## config.mk

```make
export PLATFORM = sky130hd
export DESIGN_NAME = branch_predictor
export DESIGN_NICKNAME = d
export VERILOG_FILES = /design/src/rtl/branch_predictor.sv
export SDC_FILE = /design/constraint.sdc
export NUM_CORES = 2
export LEC_CHECK = 0
export CAP_MARGIN = 20
export CORE_MARGIN = 2
export CORE_UTILIZATION = 39
export CTS_BUF_LIST = sky130_fd_sc_hd__clkbuf_8
export DETAILED_ROUTE_END_ITERATION = 7
export GPL_TIMING_DRIVEN = 0
export PLACE_DENSITY = 0.59
export SETUP_SLACK_MARGIN = 0.02
export SLEW_MARGIN = 20
export SYNTH_ARGS = -nofsm -noshare
export SYNTH_HDL_FRONTEND = slang
export SYNTH_SLANG_ARGS = --single-unit
```

## constraint.sdc

```tcl
create_clock -name clk -period 7.2 [get_ports clk]
set_clock_uncertainty 0.05 [all_clocks]
set_input_delay 1.44 -clock clk [delete_from_list [all_inputs] [get_ports clk]]
set_output_delay 1.44 -clock clk [all_outputs]
set_load 0.1 [all_outputs]
```

## src/rtl/branch_predictor.sv

```systemverilog
// Direct-mapped BTB plus 2-bit saturating PHT with bimodal or gshare indexing.
// Prediction is combinational from if_pc; training, history and statistics update on resolve.
module branch_predictor #(
    parameter int XLEN     = 32,
    parameter int ENTRIES  = 32,
    parameter int GHR_BITS = 5,
    parameter int MODE     = 1
) (
    input  logic                clk,
    input  logic                reset,
    input  logic [XLEN-1:0]     if_pc,
    output logic                pred_taken,
    output logic [XLEN-1:0]     pred_target,
    output logic [XLEN-1:0]     next_pc,
    output logic [GHR_BITS-1:0] pred_ghr,
    input  logic                upd_valid,
    input  logic [XLEN-1:0]     upd_pc,
    input  logic                upd_taken,
    input  logic [XLEN-1:0]     upd_target,
    input  logic [GHR_BITS-1:0] upd_ghr,
    input  logic                upd_mispredict,
    output logic [31:0]         stat_branches,
    output logic [31:0]         stat_misses
);

    localparam int IDX   = $clog2(ENTRIES);
    localparam int TAG_W = XLEN - IDX - 2;

    typedef logic [IDX-1:0]   idx_t;
    typedef logic [TAG_W-1:0] tag_t;
    typedef enum logic [1:0] {
        STRONG_NT = 2'b00,
        WEAK_NT   = 2'b01,
        WEAK_T    = 2'b10,
        STRONG_T  = 2'b11
    } ctr_t;

    logic [ENTRIES-1:0]  valid;
    ctr_t                pht        [ENTRIES];
    tag_t                tag_mem    [ENTRIES];
    logic [XLEN-1:0]     target_mem [ENTRIES];
    logic [GHR_BITS-1:0] ghr;
    logic [31:0]         branches;
    logic [31:0]         misses;

    idx_t lk_idx;
    tag_t lk_tag;
    idx_t lk_pht_idx;
    logic lk_hit;
    idx_t up_idx;
    tag_t up_tag;
    idx_t up_pht_idx;

    // Low PC bits are always zero for aligned fetch and take no part in indexing.
    logic unused_bits;
    assign unused_bits = ^{if_pc[1:0], upd_pc[1:0], upd_ghr};

    function automatic idx_t pht_index(input idx_t pc_idx, input logic [GHR_BITS-1:0] hist);
        if (MODE == 1) return pc_idx ^ idx_t'(hist);
        else           return pc_idx;
    endfunction

    always_comb begin
        lk_idx      = if_pc[IDX+1:2];
        lk_tag      = if_pc[XLEN-1:IDX+2];
        lk_pht_idx  = pht_index(lk_idx, ghr);
        lk_hit      = valid[lk_idx] && (tag_mem[lk_idx] == lk_tag);
        pred_taken  = lk_hit && pht[lk_pht_idx][1];
        pred_target = target_mem[lk_idx];
        next_pc     = pred_taken ? pred_target : if_pc + XLEN'(4);
        up_idx      = upd_pc[IDX+1:2];
        up_tag      = upd_pc[XLEN-1:IDX+2];
        // Training uses the history snapshot taken at prediction time, not the live GHR.
        up_pht_idx  = pht_index(up_idx, upd_ghr);
    end

    assign pred_ghr      = ghr;
    assign stat_branches = branches;
    assign stat_misses   = misses;

    // NOTE: state uses non-blocking assignments so every register samples pre-edge values.
    always_ff @(posedge clk or negedge reset) begin
        if (!reset) begin
            valid    <= '0;
            ghr      <= '0;
            branches <= '0;
            misses   <= '0;
            for (int i = 0; i < ENTRIES; i++) pht[i] <= WEAK_NT;
        end else if (upd_valid) begin
            if (upd_taken && pht[up_pht_idx] != STRONG_T)
                pht[up_pht_idx] <= ctr_t'(pht[up_pht_idx] + 2'b01);
            else if (!upd_taken && pht[up_pht_idx] != STRONG_NT)
                pht[up_pht_idx] <= ctr_t'(pht[up_pht_idx] - 2'b01);
            if (upd_taken) valid[up_idx] <= 1'b1;
            ghr <= (ghr << 1) | GHR_BITS'(upd_taken);
            if (branches != 32'hFFFF_FFFF) branches <= branches + 32'd1;
            if (upd_mispredict && misses != 32'hFFFF_FFFF) misses <= misses + 32'd1;
        end
    end

    // NOTE: tag/target arrays carry no reset; valid bits alone gate their use.
    always_ff @(posedge clk) begin
        if (reset && upd_valid && upd_taken) begin
            tag_mem[up_idx]    <= up_tag;
            target_mem[up_idx] <= upd_target;
        end
    end

endmodule

```

==> impl_metrics.json <==
{
  "gp_congestion": 0.8471,
  "fin_setup_tns_ns": 0,
  "cts_root_buffer": "clkbuf_8",
  "utilization": 0.4732,
  "syn_area_um2": 78680,
  "synth_edf_count": 1824,
  "start_util": 0.3933,
  "area_delta_synth_final_pct": 20.34,
  "fp.dieW_um": 453.2,
  "drtIter0Drc": 4583,
  "cts_buffers": 349,
  "end_kind": "primary output",
  "synthArstFlopShare": 0.08296,
  "status": "finished clean",
  "hold_path.class": "in2async",
  "wl_met2_mm": 116.5,
  "postRouteAntennaNets": 0,
  "clockBufferDepth": 4,
  "dp_hpwl_mm": 160.6,
  "route.met3.wl_mm": 16.84,
  "io_pins": 240,
  "syn_inst": 3758,
  "grt_pass1_vias": 42610,
  "tritoncts": "done",
  "dr.pass1.iters": 5,
  "critPathRequiredTime_ns": 5.71,
  "cts_sinks": 1989,
  "grt_first_pass_wirelength_mm": 328.1,
  "cp.arrival_ns": 5.68,
  "worst_setup_path_start_kind": "primary input",
  "met1_length_mm": 92.86,
  "insertion_delay_ns": 1.01,
  "layout.nets": 4596,
  "htree_levels": 5,
  "vdd_drop_max_mv": 0.2118,
  "stdcell_area_um2": 94680,
  "vias": 41970,
  "worstSetupPathType": "in2out",
  "die_h_um": 453.2,
  "grt.overflow.total": 0,
  "top_layer_used": "met5",
  "grt_max_degree": 90,
  "final-hold-violation-count": 0,
  "max_slew.worst_pin.slew_ns": 1.116,
  "finalSetupViolCount": 0,
  "drv_cap": 0,
  "rsz0062_at_grt": "yes",
  "viasPerCell": 5.671,
  "wirelength_mm": 235.0,
  "die_area_um2": 205300,
  "synth-seq-cells": 1989,
  "synthFlopType": "edfxtp_1",
  "crit_path_max_fanout": 10,
  "drc_errors": 0,
  "fin_crit_sh": 0.9965,
  "syn_nets": 3869,
  "ys_seq_area_frac": 0.7491,
  "slew_viol_final": 0,
  "syn_avg_cell_area_um2": 20.94,
  "leakagePower_uw": 0.03156,
  "antenna_found_initial": 14,
  "yosysWarningCount": 0,
  "io_buffer_count": 229,
  "core_um2": 200100,
  "post_synth_num_cell_types": 71,
  "max_slew_margin": 0.2537,
  "whs_ns": 0.2262,
  "n_fill_cell": 16700,
  "rows": 164,
  "wl_per_cell_um": 31.76,
  "dp_slack_ns": -2.688,
  "globalRouteTotalUtil": 0.2275,
  "clkTransAtPathRegs_ns": 0.06,
  "period_needed_ns": 7.175,
  "drive_above_1_share": 0.3147,
  "mostFrequentLayoutCell": "edfxtp_1",
  "final_cell_mix": "edfxtp_1 (1,824), mux4_2 (505), clkbuf_8 (360), clkdlybuf4s50_1 (143), nand2_1 (137)",
  "power.density_nw_per_um2": 265.2,
  "placed_cell_area_um2": 87600,
  "fmax_mhz": 139.4,
  "timing.final.ws_setup_ns": 0.02540
}
[state kept, by name (all words and copies together), names as in the netlist, named ones only]
register       count
target_mem      1024
stat_branches     32
pht               32
stat_misses       32
tag_mem          800
valid             32
pred_ghr           5
[per-layer routing]
| metal | GRT usage | up-vias |
|---|---|---|
| li1 | - | 17190 |
| met2 | 0.3762 | 1892 |
| met1 | 0.2993 | 22500 |
| met3 | 0.04169 | 394 |
| met4 | 0.08693 | 6 |
| met5 | 0 | - |
[logic make-up (layout without fill, tap and decap cells)]
logic type	count (synthesis)	after routing	synth area share
flip-flops	1989	1989	0.7491
multiplexers	686	686	0.1702
AND/OR/NAND/NOR	520	520	0.03263
AO/OA/AOI/OAI	245	245	0.02304
buffers and inverters	211	1188	0.01277
XOR/XNOR	102	102	0.01145
adder cells (fa/ha/maj)	5	5	0.0007951
other	0	10	0
[critical path, stage by stage]
cell and delay [ns]:
clkbuf_1 0.54, inv_1 0.35, clkbuf_2 0.39, clkbuf_4 0.41
a221oi_2 0.30, o211ai_1 0.20, and3_1 0.25, or4b_1 0.50
or4_1 0.46, nor4_4 0.53, buf_6 0.30
[Yosys cell counts (6+ instances only)]
master     number  area share
mux4_2        505        0.14
nor2_1        144      0.0069
dfrtp_1       133       0.042
o221ai_1       21      0.0023
o21ai_0        14     0.00089
clkbuf_1       87      0.0042
nand3_1        50      0.0032
a22o_1         38      0.0042
xnor2_1        63      0.0070
mux2_4         29      0.0055
a22oi_1         8     0.00076
nand4b_1        6     0.00067
buf_6          11      0.0016
buf_4          15      0.0014
nor3_1         23      0.0015
a2111oi_0      12      0.0013
dfstp_2        32       0.011
mux2_2         44      0.0063
nor4_1         10     0.00080
or3_1          12     0.00095
buf_1          17     0.00081
o21bai_1       32      0.0031
nand2_1       154      0.0073
nand4_1        30      0.0024
and3_1         19      0.0015
inv_1          21      0.0010
a211oi_1       19      0.0018
o22ai_1        20      0.0016
xor2_1         38      0.0042
edfxtp_1     1824        0.70
and2_1         11     0.00087
mux2i_1       106       0.013
buf_2          59      0.0038
and4_1          8     0.00089
a21oi_1        39      0.0025
nor2b_1        12     0.00095
nand3b_1       13      0.0012
[where the power goes]
part,total [µW],internal [µW],switching (µW)
Clock,9280,4720,4560
Combinational,2690,942,1750
Sequential,13100,12900,187
Total,25100,18600,6500
[what timing repair did]
action                                  in CTS  in global routing
cloned                                       0                  0
hold buffers                                 0                  0
resized for setup                          605                 30
pin swaps                                    6                  3
endpoints found under the hold margin        0                  0
endpoints found under the setup margin      65                 33
buffers inserted                            11                  4
[metrics by stage]
stage                     power [µW]  std cells
final                          25110       7401
after global routing           25940       7401
after CTS                      25290       7387
after detailed placement       15990       6776
after global placement         15930       6643
after floorplan                14960       3758
[worst paths after layout]
check	from	to	slack, ns	cells past startpoint
min	reset	stat_branches[17]$_DFFE_PN0P_	0.23	1
max	if_pc[6]	pred_taken	0.03	11
min reg2reg	valid[5]$_DFFE_PN0P_	valid[5]$_DFFE_PN0P_	0.42	1
max reg2reg	flop	pht[7]$_DFFE_PN0P_	3.32	12
max in group asynchronous	reset	asynchronous set/reset pin	5.86	3
min in group clk	valid[5]$_DFFE_PN0P_	valid[5]$_DFFE_PN0P_	0.42	1
[cell type report]
class                           instances  area [µm²]  area share
Antenna cell                           10       25.02   0.0002643
Clock inverter                        243        1086     0.01147
Inverter                               22       87.58   0.0009250
Sequential cell                      1989       58940      0.6225
Tap cell                             2656        3323     0.03510
Clock buffer                          358        4927     0.05204
Buffer                                188        1610     0.01701
Timing Repair Buffer                  377        5315     0.05614
Multi-Input combinational cell       1558       19360      0.2045
No activity file was read; power rests on OpenSTA's default activity.
